`config.mk`:
```
export PLATFORM = sky130hd
export DESIGN_NAME = adc_push_sequencer_flat
export DESIGN_NICKNAME = d
export VERILOG_FILES = /design/src/rtl/adcseq_pkg.sv /design/src/rtl/adcseq_if.sv /design/src/rtl/adcseq_fifo.sv /design/src/rtl/adc_push_sequencer.sv /design/src/flat_wrapper.sv
export SDC_FILE = /design/constraint.sdc
export NUM_CORES = 1
export LEC_CHECK = 0
export ABC_AREA = 1
export BUFFER_PORTS_ARGS = -buffer_cell sky130_fd_sc_hd__buf_2
export CAP_MARGIN = 20
export CORE_MARGIN = 2
export CORE_UTILIZATION = 48
export CTS_CLUSTER_DIAMETER = 150
export DETAILED_ROUTE_END_ITERATION = 8
export PLACE_DENSITY = 0.7
export SYNTH_ARGS = -nofsm -noshare
export SYNTH_HDL_FRONTEND = slang
export SYNTH_SLANG_ARGS = --single-unit
export TNS_END_PERCENT = 30
```
`constraint.sdc`:
```
create_clock -name clk -period 8.8 [get_ports clk]
set_clock_uncertainty 0.1 [all_clocks]
set_input_delay 0.88 -clock clk [delete_from_list [all_inputs] [get_ports clk]]
set_output_delay 0.88 -clock clk [all_outputs]
set_load 0.005 [all_outputs]
```
`src/rtl/adcseq_pkg.sv`:
```
// Shared definitions for the ADC push sequencer: register map, Control and
// Status bit positions, and the push state machine encoding.
package adcseq_pkg;

  localparam logic [1:0] REG_CTRL   = 2'd0;
  localparam logic [1:0] REG_GAP    = 2'd1;
  localparam logic [1:0] REG_STATUS = 2'd2;
  localparam logic [1:0] REG_DROP   = 2'd3;

  localparam int CTRL_RUN   = 0;
  localparam int CTRL_FLUSH = 1;
  localparam int CTRL_TPAT  = 2;

  localparam int STAT_OVF = 16;

  typedef enum logic [1:0] {
    ST_IDLE,
    ST_ARMED,
    ST_GAP
  } seq_state_t;

endpackage

```
`src/rtl/adcseq_if.sv`:
```
// Register bus seen by the sequencer: one shared address for reads and writes,
// combinational read data returned by the slave.
interface adcseq_if;
  logic [31:0] addr;
  logic [31:0] Wdata;
  logic [31:0] Rdata;
  logic        write;
  logic        read;

  modport master (output addr, Wdata, write, read, input Rdata);
  modport slave  (input addr, Wdata, write, read, output Rdata);
endinterface

```
`src/rtl/adcseq_fifo.sv`:
```
// Synchronous FIFO with first-word fall-through read data; pointers carry one
// extra wrap bit so that full and empty are distinguishable.
module adcseq_fifo #(
  parameter int DEPTH = 16,
  parameter int WIDTH = 16,
  localparam int AW   = $clog2(DEPTH)
) (
  input  logic             clk,
  input  logic             rst,
  input  logic             flush,
  input  logic             push,
  input  logic             pop,
  input  logic [WIDTH-1:0] wdata,
  output logic [WIDTH-1:0] rdata,
  output logic             full,
  output logic             empty,
  output logic [AW:0]      count
);

  logic [WIDTH-1:0] mem [DEPTH];
  logic [AW:0]      wr_ptr;
  logic [AW:0]      rd_ptr;

  assign count = wr_ptr - rd_ptr;
  assign empty = (wr_ptr == rd_ptr);
  assign full  = (wr_ptr[AW] != rd_ptr[AW]) && (wr_ptr[AW-1:0] == rd_ptr[AW-1:0]);
  assign rdata = mem[rd_ptr[AW-1:0]];

  always_ff @(posedge clk) begin
    if (rst || flush) begin
      wr_ptr <= '0;
      rd_ptr <= '0;
    end else begin
      if (push)
        wr_ptr <= wr_ptr + 1'b1;
      if (pop && !empty)
        rd_ptr <= rd_ptr + 1'b1;
    end
  end

  always_ff @(posedge clk) begin
    if (push && !rst && !flush)
      mem[wr_ptr[AW-1:0]] <= wdata;
  end

endmodule

```
`src/rtl/adc_push_sequencer.sv`:
```
// Buffers converter samples and pushes them to the correlators, never in a bus
// write cycle. ADCSEQ_TEST_PATTERN_EN adds a counter source selected by Control bit2.
module adc_push_sequencer
  import adcseq_pkg::*;
#(
  parameter int          DEPTH     = 16,
  parameter logic [31:0] BASE_ADDR = 32'hFE000200
) (
  input  logic        clk,
  input  logic        rst,
  adcseq_if.slave     bus,
  input  logic [15:0] adc_in,
  input  logic        adc_valid,
  output logic [15:0] ADC,
  output logic        PushADC
);

  localparam int AW = $clog2(DEPTH);

  logic        run;
  logic        tp_en;
  logic [7:0]  gap;
  logic        overflow;
  logic [31:0] drop_cnt;

  logic        in_win;
  logic [1:0]  offset;
  logic        wr_ctrl, wr_gap, wr_status, wr_drop, flush;

  logic        fifo_full, fifo_empty;
  logic [AW:0] fifo_count;
  logic [15:0] fifo_head;
  logic [15:0] src;
  logic [AW:0] level;

  logic        out_valid;
  logic [15:0] out_data;
  logic        load, full_eff, enq, drop;

  seq_state_t  state_q, state_d;
  logic [7:0]  gap_cnt_q, gap_cnt_d;

  logic        unused_bits;
  assign unused_bits = ^{bus.addr[1:0], bus.Wdata[31:17], bus.Wdata[15:8]};

  assign in_win    = (bus.addr[31:4] == BASE_ADDR[31:4]);
  assign offset    = bus.addr[3:2];
  assign wr_ctrl   = bus.write && in_win && (offset == REG_CTRL);
  assign wr_gap    = bus.write && in_win && (offset == REG_GAP);
  assign wr_status = bus.write && in_win && (offset == REG_STATUS);
  assign wr_drop   = bus.write && in_win && (offset == REG_DROP);
  assign flush     = wr_ctrl && bus.Wdata[CTRL_FLUSH];

  // A push needs the hold stage, Run, a write-free cycle and an expired gap.
  assign PushADC  = out_valid && run && !bus.write && (state_q != ST_GAP) && !rst;
  assign load     = !fifo_empty && (!out_valid || PushADC) && !flush;
  assign full_eff = fifo_full && !load;
  assign enq      = adc_valid && run && !full_eff && !flush;
  assign drop     = adc_valid && run && full_eff && !flush;
  assign ADC      = out_data;
  assign level    = fifo_count + {{AW{1'b0}}, out_valid};

`ifdef ADCSEQ_TEST_PATTERN_EN
  logic [15:0] tp_cnt;

  always_ff @(posedge clk) begin
    if (rst) begin
      tp_cnt <= '0;
      tp_en  <= 1'b0;
    end else begin
      if (adc_valid && run)
        tp_cnt <= tp_cnt + 1'b1;
      if (wr_ctrl)
        tp_en <= bus.Wdata[CTRL_TPAT];
    end
  end

  assign src = tp_en ? tp_cnt : adc_in;
`else
  assign tp_en = 1'b0;
  assign src   = adc_in;
`endif

  adcseq_fifo #(.DEPTH(DEPTH), .WIDTH(16)) u_fifo (
    .clk   (clk),
    .rst   (rst),
    .flush (flush),
    .push  (enq),
    .pop   (load),
    .wdata (src),
    .rdata (fifo_head),
    .full  (fifo_full),
    .empty (fifo_empty),
    .count (fifo_count)
  );

  // An overflow in the same cycle as a clearing write stays visible.
  always_ff @(posedge clk) begin
    if (rst) begin
      run      <= 1'b0;
      gap      <= '0;
      overflow <= 1'b0;
      drop_cnt <= '0;
    end else begin
      if (wr_ctrl)
        run <= bus.Wdata[CTRL_RUN];
      if (wr_gap)
        gap <= bus.Wdata[7:0];
      if (drop)
        overflow <= 1'b1;
      else if (wr_status && bus.Wdata[STAT_OVF])
        overflow <= 1'b0;
      if (wr_drop)
        drop_cnt <= '0;
      else if (drop && (drop_cnt != 32'hFFFF_FFFF))
        drop_cnt <= drop_cnt + 32'd1;
    end
  end

  always_ff @(posedge clk) begin
    if (rst) begin
      out_valid <= 1'b0;
      out_data  <= '0;
    end else if (flush) begin
      out_valid <= 1'b0;
    end else if (load) begin
      out_valid <= 1'b1;
      out_data  <= fifo_head;
    end else if (PushADC) begin
      out_valid <= 1'b0;
    end
  end

  always_ff @(posedge clk) begin
    if (rst) begin
      state_q   <= ST_IDLE;
      gap_cnt_q <= '0;
    end else begin
      state_q   <= state_d;
      gap_cnt_q <= gap_cnt_d;
    end
  end

  always_comb begin
    state_d   = state_q;
    gap_cnt_d = gap_cnt_q;
    if (flush) begin
      state_d   = ST_IDLE;
      gap_cnt_d = '0;
    end else begin
      case (state_q)
        ST_IDLE: begin
          if (load)
            state_d = ST_ARMED;
        end
        ST_ARMED: begin
          if (PushADC) begin
            if (gap != 8'd0) begin
              state_d   = ST_GAP;
              gap_cnt_d = gap;
            end else if (!load) begin
              state_d = ST_IDLE;
            end
          end
        end
        ST_GAP: begin
          gap_cnt_d = gap_cnt_q - 8'd1;
          if (gap_cnt_q <= 8'd1) begin
            gap_cnt_d = '0;
            state_d   = (out_valid || load) ? ST_ARMED : ST_IDLE;
          end
        end
        default: state_d = ST_IDLE;
      endcase
    end
  end

  always_comb begin
    bus.Rdata = '0;
    if (!rst && bus.read && in_win) begin
      case (offset)
        REG_CTRL: begin
          bus.Rdata[CTRL_RUN]  = run;
          bus.Rdata[CTRL_TPAT] = tp_en;
        end
        REG_GAP:    bus.Rdata[7:0] = gap;
        REG_STATUS: begin
          bus.Rdata[AW:0]     = level;
          bus.Rdata[STAT_OVF] = overflow;
        end
        default:    bus.Rdata = drop_cnt;
      endcase
    end
  end

endmodule

```
`src/flat_wrapper.sv`:
```
// flat-port wrapper written by rule: the top's interface ports become plain ports
module adc_push_sequencer_flat import adcseq_pkg::*;
#(
  parameter int          DEPTH     = 16,
  parameter logic [31:0] BASE_ADDR = 32'hFE000200
)
  (clk, rst, adc_in, adc_valid, ADC, PushADC, bus_addr, bus_Wdata, bus_write, bus_read, bus_Rdata);
  adcseq_if bus_i ();
  input  logic clk;
  input  logic rst;
  input  logic [15:0] adc_in;
  input  logic adc_valid;
  output logic [15:0] ADC;
  output logic PushADC;
  input wire logic [$bits(bus_i.addr)-1:0] bus_addr;
  input wire logic [$bits(bus_i.Wdata)-1:0] bus_Wdata;
  input wire logic [$bits(bus_i.write)-1:0] bus_write;
  input wire logic [$bits(bus_i.read)-1:0] bus_read;
  output wire logic [$bits(bus_i.Rdata)-1:0] bus_Rdata;
  assign bus_i.addr = bus_addr;
  assign bus_i.Wdata = bus_Wdata;
  assign bus_i.write = bus_write;
  assign bus_i.read = bus_read;
  assign bus_Rdata = bus_i.Rdata;
  adc_push_sequencer #(.DEPTH(DEPTH), .BASE_ADDR(BASE_ADDR)) u_core (.clk(clk), .rst(rst), .bus(bus_i), .adc_in(adc_in), .adc_valid(adc_valid), .ADC(ADC), .PushADC(PushADC));
endmodule
```
==> flow_summary.json, run 1 <==
{
  "cpPeakStageDelay_ps": 640,
  "reg2reg_from": "u_core.u_fifo.rd_ptr[2]",
  "reg2reg_to": "u_core.u_fifo.mem[1][13]",
  "final_max_slew_viol_count": 0,
  "via_per_inst": 5.54,
  "initial_core_util_pct": 48.4,
  "cts_buffers": 36,
  "die_w_um": 179,
  "ioPinCount": 134,
  "drtIter0Drc": 865,
  "gp_congestion": 0.859,
  "critPathTopFamily": "adder cells",
  "crit_buf_inv": 3,
  "min_delay_path_depth": 2,
  "grt_max_degree": 91,
  "ys_seq_area_share_pct": 62.9,
  "fin_area_um2": 16900,
  "fin_crit_sh_pct": 51.5,
  "intPower_mw": 2.90,
  "drt_wl_total_um": 35500,
  "drc": 0,
  "yosys_register_bits": 335,
  "ctsResizeCount": 0,
  "endpoint_kind": "primary output",
  "postRouteAntennaNets": 0,
  "holdPathEnd": "u_core.overflow",
  "rrSetupSlack_ps": 4340,
  "cts_buffer_depth": 3,
  "die_area_um2": 32100,
  "outcome": "finished, final reports clean",
  "final_nets": 1664,
  "path_clk_slew_ps": 60,
  "synth_fp_nets": 1569,
  "postSynthCellCount": 1463,
  "p_total_mw": 4.16,
  "cp_max_fo": 30,
  "comb_power_share_pct": 19.9,
  "detail_route.first_pass.iterations": 5,
  "grt_pass1_wl_um": 54800,
  "antenna_found_initial": 1,
  "vias": 11000,
  "yosysWarnings": 0,
  "async_reset_ff_share_pct": 0,
  "max_freq_ghz": 0.221,
  "hold_class": "flop to flop",
  "start_kind": "flop",
  "crit_slowest_cell": "dfxtp_1",
  "worst_pin_slew_ps": 1060,
  "cts_hold_buf": 0,
  "yosysTopAreaCell": "edfxtp_1",
  "wl_per_cell_um": 17.9,
  "yosys-top-cells-count": "281 x nor2_1, 256 x edfxtp_1, 215 x nand2_1, 156 x o21ai_0, 87 x inv_1",
  "dp_hpwl_um": 21300,
  "rsz0062_at_grt": "false",
  "setup_viol": 0,
  "clock_latency_ps": 540,
  "synth.distinct_cells": 46,
  "cts_setup_buffers": 0,
  "drive_above_1_share_pct": 13.9,
  "rows": 64,
  "netlist.area_leader.share_pct": 52.2,
  "hold_viol_final": 0,
  "yosys-top-cells-area": "edfxtp_1 52%, dfxtp_1 11%, nor2_1 7.2%, nand2_1 5.5%, o21ai_0 5.3%",
  "min_period_ps": 4530,
  "p_seq_share_pct": 43.8,
  "powerDensity_nw_per_um2": 246,
  "ys.flop_type": "edfxtp_1",
  "placed_area_um2": 15700,
  "die_y_um": 179,
  "synth_area_um2": 14700,
  "relSlewSlack_pct": 29.3,
  "io_buffers": 108,
  "cts_tree": "built",
  "syn_to_final_growth_pct": 14.7,
  "cap_violations": 0,
  "p_leak_nw": 5.89,
  "syn_area_per_cell_um2": 10.1,
  "h-tree-depth": 2,
  "worst-setup-path-type": "flop to primary output",
  "synth_edf_count": 256,
  "power.switching_mw": 1.26,
  "coreArea_um2": 30400,
  "track_usage_pct": 22.0,
  "swShare_pct": 30.2,
  "cp.required_ps": 7820,
  "gr-total-overflow": 0,
  "fillers": 2601,
  "worstHoldStart": "u_core.overflow",
  "power_frac_clock_pct": 36.3,
  "grt_pass1_vias": 10400,
  "antenna_cells": 0,
  "finalSetupTns_ps": 0,
  "synth.most_common_cell": "nor2_1",
  "ir_drop_mv": 0.228,
  "cts_root_buf": "clkbuf_16",
  "arrival_ps": 3550,
  "clock_sinks": 335,
  "crit_path_cell_trace": "inv_1 > ha_1 > ha_1 > nand2_1 > nand2_1 > a31oi_1 > inv_1 > a21boi_0 > o21ai_0 > a31oi_1 > buf_2",
  "ff2ff_path_depth": 14
}
## state kept, by name (all words and copies together), names as in the netlist
signal	flops
u_core.gap_cnt_q	8
u_core.overflow	1
u_core.ADC	16
u_core.state_q	2
u_core.u_fifo.rd_ptr	5
u_core.run	1
u_core.u_fifo.mem	256
u_core.drop_cnt	32
u_core.out_valid	1
u_core.u_fifo.wr_ptr	5
u_core.gap	8
## area by class of cell
type,count,area (µm²),share of cell area [%]
Timing Repair Buffer,129,751,4.44
Tap cell,396,495,2.93
Clock buffer,51,977,5.78
Multi-Input combinational cell,958,4820,28.5
Clock inverter,15,214,1.27
Sequential cell,335,9270,54.9
Inverter,98,369,2.18
## power groups by stage
stage               clock [mW]  combinational [mW]  sequential (mW)
global placement             0               0.795             1.85
CTS                       1.53               0.831             1.82
detailed placement           0               0.820             1.85
floorplan                    0               0.621             1.80
global route              1.59               0.936             1.83
finish                    1.51               0.829             1.82
## worst register-to-register path, stage by stage (launching register included)
cell and delay (ps):
dfxtp_1 640, inv_1 620, ha_1 540, nand2_1 70
nor2_1 50, nand3_1 90, nand2_1 100, inv_2 120
nand2_4 100, nand2_1 90, nand2_2 150, inv_2 140
nand2_2 180, nor2_1 820, buf_4 350
## layer usage
metal / vias to the layer above / GRT usage, % / routed length [µm] / share of wire, %
li1: 5315 / - / - / -
met1: 5240 / 28.9 / 15200 / 43
met2: 365 / 37.4 / 17100 / 48
met3: 67 / 3.52 / 2270 / 6.4
met4: 2 / 7.36 / 914 / 2.6
met5: - / 0 / 16 / 0.045
## worst max path at each step
stage	startpoint	cells after the start	endpoint
floorplan	u_core.u_fifo.rd_ptr[2]	13	u_core.u_fifo.mem[10][0]
global placement	rst	13	u_core.u_fifo.mem[1][13]
detailed placement	rst	13	u_core.u_fifo.mem[1][9]
CTS	rst	5	bus_Rdata[0]
global route	u_core.u_fifo.rd_ptr[2]	11	bus_Rdata[3]
finish	u_core.u_fifo.rd_ptr[2]	11	bus_Rdata[3]
## cell families (layout without fill, tap and decap cells)
group	Yosys count	after routing	synth area share [%]
DFF	335	335	62.9
adders and majority gates	21	21	1.83
AOI/OAI and AO/OA	317	317	12.5
and+or+nand+nor	608	608	17.4
xor gates and xnor gates	12	12	0.713
buffers and inverters	170	293	4.62
## cells in the final DEF (no fill, tap or decap), types with 16 or more instances in the layout
master / instances
o22ai_1: 46
o21ai_0: 156
nor2_1: 273
ha_1: 20
clkbuf_16: 36
nand3_1: 28
nand4_1: 16
inv_1: 86
a21oi_1: 41
dfxtp_1: 77
nand2_1: 215
buf_2: 108
nor3_1: 36
edfxtp_1: 256
a41oi_1: 16
o221ai_1: 21
## through the flow
step           std cells  hold WS (ps)  setup WS (ps)  utilization, %
2_1_floorplan       1463           354           5420               -
3_3_place_gp        1909           372           4240            51.3
3_5_place_dp        1914           380           4130            51.5
4_1_cts             1980           389           4240            55.4
5_1_grt             1982           425           4030            55.5
6_report            1982           391           4270            55.5
Power figures use the tool's default switching activity.
==> run 2: changes to the inputs <==
--- a/config.mk
+++ b/config.mk
@@ -12,7 +12,7 @@
 export CORE_UTILIZATION = 48
 export CTS_CLUSTER_DIAMETER = 150
 export DETAILED_ROUTE_END_ITERATION = 8
-export PLACE_DENSITY = 0.7
+export PLACE_DENSITY = 0.72
 export SYNTH_ARGS = -nofsm -noshare
 export SYNTH_HDL_FRONTEND = slang
 export SYNTH_SLANG_ARGS = --single-unit
==> constraint.sdc (replaced) <==
create_clock -name clk -period 3.7 [get_ports clk]
set_clock_uncertainty 0.1 [all_clocks]
set_input_delay 0.37 -clock clk [delete_from_list [all_inputs] [get_ports clk]]
set_output_delay 0.37 -clock clk [all_outputs]
set_load 0.005 [all_outputs]
==> flow_summary.json, run 2 (synthesized netlist as in run 1, its figures left out) <==
{
  "syn_to_final_growth_pct": 15.7,
  "powerDensity_nw_per_um2": 588,
  "endpoint_kind": "primary output",
  "drtIter0Drc": 965,
  "ioPinCount": 134,
  "layout_common_cells": "272 x nor2_1, 256 x edfxtp_1, 215 x nand2_1",
  "worst_pin_slew_ps": 859,
  "cts_buffers": 35,
  "power_frac_clock_pct": 36.6,
  "cts_tree": "built",
  "antenna_cells": 0,
  "power.switching_mw": 2.97,
  "track_usage_pct": 22.5,
  "rows": 64,
  "arrival_ps": 2700,
  "wl_per_cell_um": 18.1,
  "cts_root_buf": "clkbuf_16",
  "drt_wl_total_um": 36200,
  "final_max_slew_viol_count": 0,
  "drc": 0,
  "final_nets": 1682,
  "final_common_cell": "nor2_1",
  "cp_max_fo": 3,
  "vias": 11300,
  "cts_buffer_depth": 3,
  "fin_crit_sh_pct": 85.7,
  "dp_hpwl_um": 21800,
  "grt_pass1_wl_um": 56000,
  "cp.required_ps": 3230,
  "setup_viol": 0,
  "p_total_mw": 10.0,
  "ir_drop_mv": 0.534,
  "start_kind": "flop",
  "grt_max_degree": 78,
  "largest_reg_flops": 256,
  "io_buffers": 108,
  "clock_latency_ps": 530,
  "antenna_found_initial": 3,
  "die_area_um2": 32100,
  "hold_class": "input pin to flop",
  "initial_core_util_pct": 48.4,
  "detail_route.first_pass.iterations": 5,
  "die_y_um": 179,
  "postRouteAntennaNets": 0,
  "outcome": "finished, final reports clean",
  "drive_above_1_share_pct": 15.4,
  "worst-setup-path-type": "flop to primary output",
  "coreArea_um2": 30400,
  "rsz0062_at_grt": "false",
  "min_period_ps": 3170,
  "gp_congestion": 0.846,
  "gr-total-overflow": 0,
  "cts_setup_buffers": 0,
  "hold_viol_final": 0,
  "via_per_inst": 5.67,
  "swShare_pct": 29.7,
  "ctsResizeCount": 0,
  "cap_violations": 0,
  "path_clk_slew_ps": 60,
  "p_leak_nw": 6.00,
  "intPower_mw": 7.05,
  "max_freq_ghz": 0.316,
  "grt_pass1_vias": 10500,
  "clock_sinks": 335,
  "finalSetupTns_ps": 0,
  "comb_power_share_pct": 21.0,
  "p_seq_share_pct": 42.4,
  "h-tree-depth": 2,
  "relSlewSlack_pct": 42.8,
  "cts_hold_buf": 0,
  "die_w_um": 179
}
-- run 2: changes by cell type in the layout (fill, tap and decap cells not counted), moves of 4 or more --
cell	previous run	this run
buf_4	14	38
buf_8	7	0
clkbuf_1	13	9
clkinv_1	9	5
-- run 2: area by class of cell --
class / count / area [µm²]
fill: 2621 / 13400
sequential: 335 / 9270
multi-input combinational: 958 / 4820
clock buffer: 48 / 965
timing repair buffer: 148 / 866
tap: 396 / 495
inverter: 98 / 369
clock inverter: 16 / 249
-- run 2: worst paths after layout --
kind,from,slack [ps],cells after the start,end
setup / recovery,u_core.out_valid,530,15,bus_Rdata[4]
hold / removal,bus_Wdata[7],30,3,u_core.gap[7]
setup reg to reg,u_core.state_q[0],650,14,u_core.u_fifo.mem[1][9]
hold reg to reg,u_core.overflow,380,2,u_core.overflow
-- run 2: power groups by stage --
stage | combinational (mW) | sequential (mW) | clock (mW)
3_3_place_gp | 2.02 | 4.32 | 0
5_1_grt | 2.35 | 4.25 | 3.87
4_1_cts | 2.11 | 4.25 | 3.72
3_5_place_dp | 2.09 | 4.32 | 0
6_report | 2.11 | 4.25 | 3.66
2_1_floorplan | 1.48 | 4.29 | 0
-- run 2: metrics by stage --
step	hold WS [ps]	std cells	utilization, %	instance area (µm²)	setup WS (ps)
global route	41.9	1999	56.0	17000	304
CTS	8.30	1999	56.0	17000	509
finish	26.1	1999	56.0	17000	531
global placement	367	1935	52.0	15800	788
floorplan	354	1463	-	14700	317
detailed placement	366	1935	52.0	15800	708
-- run 2: routing by layer --
| layer | up-vias | track usage [%] | wire length, µm |
|---|---|---|---|
| met3 | 81 | 3.86 | 2440 |
| met1 | 5487 | 29.6 | 15500 |
| met5 | - | 0 | 34 |
| met2 | 398 | 37.9 | 17100 |
| met4 | 6 | 7.66 | 1140 |
| li1 | 5365 | - | - |
-- run 2: worst max-delay path, cell delays in order, from the launching register on --
cell,delay [ps]
dfxtp_1,350
inv_1,70
ha_1,270
inv_1,60
ha_1,160
inv_1,60
fa_1,350
inv_1,70
nand2_1,60
nand2_1,60
a21oi_1,50
inv_1,60
xor2_1,150
nand2_1,100
a31oi_1,170
buf_2,140
==> run 3: changes to the inputs <==
--- a/config.mk
+++ b/config.mk
@@ -5,7 +5,6 @@
 export SDC_FILE = /design/constraint.sdc
 export NUM_CORES = 1
 export LEC_CHECK = 0
-export ABC_AREA = 1
 export BUFFER_PORTS_ARGS = -buffer_cell sky130_fd_sc_hd__buf_2
 export CAP_MARGIN = 20
 export CORE_MARGIN = 2
==> flow_summary.json, run 3 <==
{
  "antenna_found_initial": 0,
  "h-tree-depth": 2,
  "cts_root_buf": "clkbuf_16",
  "postRouteAntennaNets": 0,
  "drive_above_1_share_pct": 28.0,
  "die_w_um": 176,
  "rows": 63,
  "syn_area_per_cell_um2": 15.0,
  "async_reset_ff_share_pct": 0,
  "drc": 0,
  "finalSetupTns_ps": 0,
  "dp_hpwl_um": 20000,
  "yosys-top-cells-count": "256 x edfxtp_1, 81 x mux4_2, 79 x dfxtp_1, 75 x nor2_1, 73 x nand2_1",
  "initial_core_util_pct": 48.4,
  "yosysTopAreaCell": "edfxtp_1",
  "worst_pin_slew_ps": 1020,
  "postSynthCellCount": 954,
  "max_freq_ghz": 0.310,
  "cpPeakStageDelay_ps": 390,
  "synth_edf_count": 256,
  "final_common_cell": "edfxtp_1",
  "clock_latency_ps": 530,
  "track_usage_pct": 20.7,
  "drtIter0Drc": 783,
  "ys_seq_area_share_pct": 65.0,
  "clock_sinks": 335,
  "worst-setup-path-type": "flop to primary output",
  "vias": 8679,
  "critPathTopFamily": "adder cells",
  "crit_path_cell_trace": "inv_1 > ha_1 > inv_1 > ha_1 > inv_1 > fa_1 > inv_1 > a21o_1 > a21oi_1 > xnor2_1 > o211ai_1 > a21oi_1 > buf_2",
  "gr-total-overflow": 0,
  "start_kind": "flop",
  "relSlewSlack_pct": 31.9,
  "gp_congestion": 0.809,
  "largest_reg_flops": 256,
  "ys.flop_type": "edfxtp_1",
  "multiInputGateArea_um2": 4740,
  "antenna_cells": 0,
  "outcome": "finished, final reports clean",
  "coreArea_um2": 29500,
  "yosys_register_bits": 335,
  "io_buffers": 108,
  "cap_violations": 0,
  "synth.most_common_cell": "edfxtp_1",
  "yosysWarnings": 0,
  "cp_max_fo": 5,
  "wl_per_cell_um": 21.1,
  "fillers": 2296,
  "crit_slowest_cell": "dfxtp_1",
  "endpoint_kind": "primary output",
  "setup_viol": 0,
  "final_max_slew_viol_count": 0,
  "ioPinCount": 134,
  "cts_buffer_depth": 3,
  "synth_fp_nets": 1060,
  "yosys-top-cells-area": "edfxtp_1 54%, mux4_2 13%, dfxtp_1 11%, nor2_1 2.0%, nand2_1 1.9%",
  "netlist.area_leader.share_pct": 53.9,
  "ctsResizeCount": 0,
  "p_leak_nw": 5.62,
  "grt_max_degree": 68,
  "cp.required_ps": 3230,
  "min_period_ps": 3230,
  "hold_class": "input pin to flop",
  "hold_viol_final": 0,
  "die_area_um2": 31100,
  "ir_drop_mv": 0.453,
  "die_y_um": 176,
  "rsz0062_at_grt": "false",
  "syn_to_final_growth_pct": 17.5,
  "cts_tree": "built",
  "arrival_ps": 2760,
  "dp_slack_ps": 541,
  "fin_crit_sh_pct": 87.2,
  "via_per_inst": 5.73,
  "drt_wl_total_um": 32000,
  "detail_route.first_pass.iterations": 5,
  "powerDensity_nw_per_um2": 543,
  "synth.distinct_cells": 61,
  "cts_buffers": 35,
  "crit_buf_inv": 5,
  "path_clk_slew_ps": 60,
  "setup_ws_ps": 475,
  "final_nets": 1205,
  "seqCellArea_um2": 9270,
  "synth_area_um2": 14300,
  "crit_path_frequent_cell": "inv_1",
  "layout_common_cells": "256 x edfxtp_1, 108 x buf_2, 81 x mux4_2",
  "grt_pass1_vias": 8501,
  "grt_pass1_wl_um": 48800
}
-- run 3: changes by cell type in the layout (fill, tap and decap cells not counted), moves of 14 or more --
| cell | delta |
|---|---|
| nor2_1 | -213 |
| o22ai_1 | -46 |
| o31ai_1 | +15 |
| o221ai_1 | -21 |
| nand2_1 | -142 |
| mux2i_1 | +16 |
| mux4_2 | +81 |
| o21ai_0 | -142 |
| a41oi_1 | -15 |
| and2_1 | +31 |
| nor3_1 | -34 |
| or4_1 | +20 |
| inv_1 | -62 |
| o21ai_1 | -14 |
-- run 3: cell families (layout without fill, tap and decap cells) --
| group | count (synthesis) | after routing | synth area share (%) |
|---|---|---|---|
| xor gates and xnor gates | 21 | 21 | 1.29 |
| adders and majority gates | 21 | 21 | 1.89 |
| DFF | 335 | 335 | 65.0 |
| and+or+nand+nor | 295 | 295 | 10.9 |
| muxes | 98 | 98 | 14.0 |
| buffers and inverters | 73 | 244 | 2.11 |
| AOI/OAI and AO/OA | 111 | 111 | 4.90 |
-- run 3: stage by stage --
step | cell area (µm²) | hold WS, ps | instances | utilization [%] | power, mW
floorplan | 14300 | 349 | 954 | - | 5.29
global placement | 15600 | 340 | 1445 | 52.8 | 5.69
detailed placement | 15600 | 346 | 1445 | 52.8 | 5.71
CTS | 16800 | 0.792 | 1514 | 56.8 | 9.18
global route | 16800 | 15.8 | 1515 | 56.9 | 9.44
finish | 16800 | 6.97 | 1515 | 56.9 | 9.09
-- run 3: repair_timing --
action	in CTS	in global routing
hold buffers	6	0
setup buffers	0	0
endpoints found under the hold margin	6	0
-- run 3: final timing paths --
| path | slack [ps] | to | cells after the start | start |
|---|---|---|---|---|
| max | 470 | bus_Rdata[4] | 13 | u_core.out_valid |
| min | 7 | u_core.run | 3 | bus_Wdata[0] |
| max reg2reg | 550 | u_core.ADC[6] | 8 | u_core.state_q[0] |
| min reg2reg | 350 | u_core.ADC[9] | 2 | u_core.ADC[9] |
-- run 3: report_power, final --
| part | switching [mW] | internal, mW |
|---|---|---|
| Sequential | 0.0566 | 4.11 |
| Combinational | 0.744 | 0.707 |
| Clock | 1.44 | 2.03 |
| Total | 2.24 | 6.86 |
-- run 3: per-layer routing --
| layer | up-vias | share of wire [%] | track usage, % |
|---|---|---|---|
| met1 | 4324 | 44 | 29.8 |
| met3 | 43 | 6.7 | 3.32 |
| li1 | 4001 | - | - |
| met2 | 311 | 47 | 32.9 |
| met5 | - | 0 | 0 |
| met4 | 0 | 1.9 | 5.82 |
-- run 3: worst register-to-register path: stages (launching register included) --
cell and delay [ps]:
dfxtp_1 390, inv_1 90, ha_1 270, nor4b_2 380, nand2b_1 220, o21a_1 330
and2_1 860, nand2_1 260, a21oi_1 190
-- run 3: final cells by class --
class | count | share of cell area, %
inverter | 25 | 0.560
timing repair buffer | 156 | 6.12
clock buffer | 51 | 5.94
sequential | 335 | 55.3
clock inverter | 12 | 0.858
multi-input combinational | 546 | 28.3
tap | 390 | 2.91
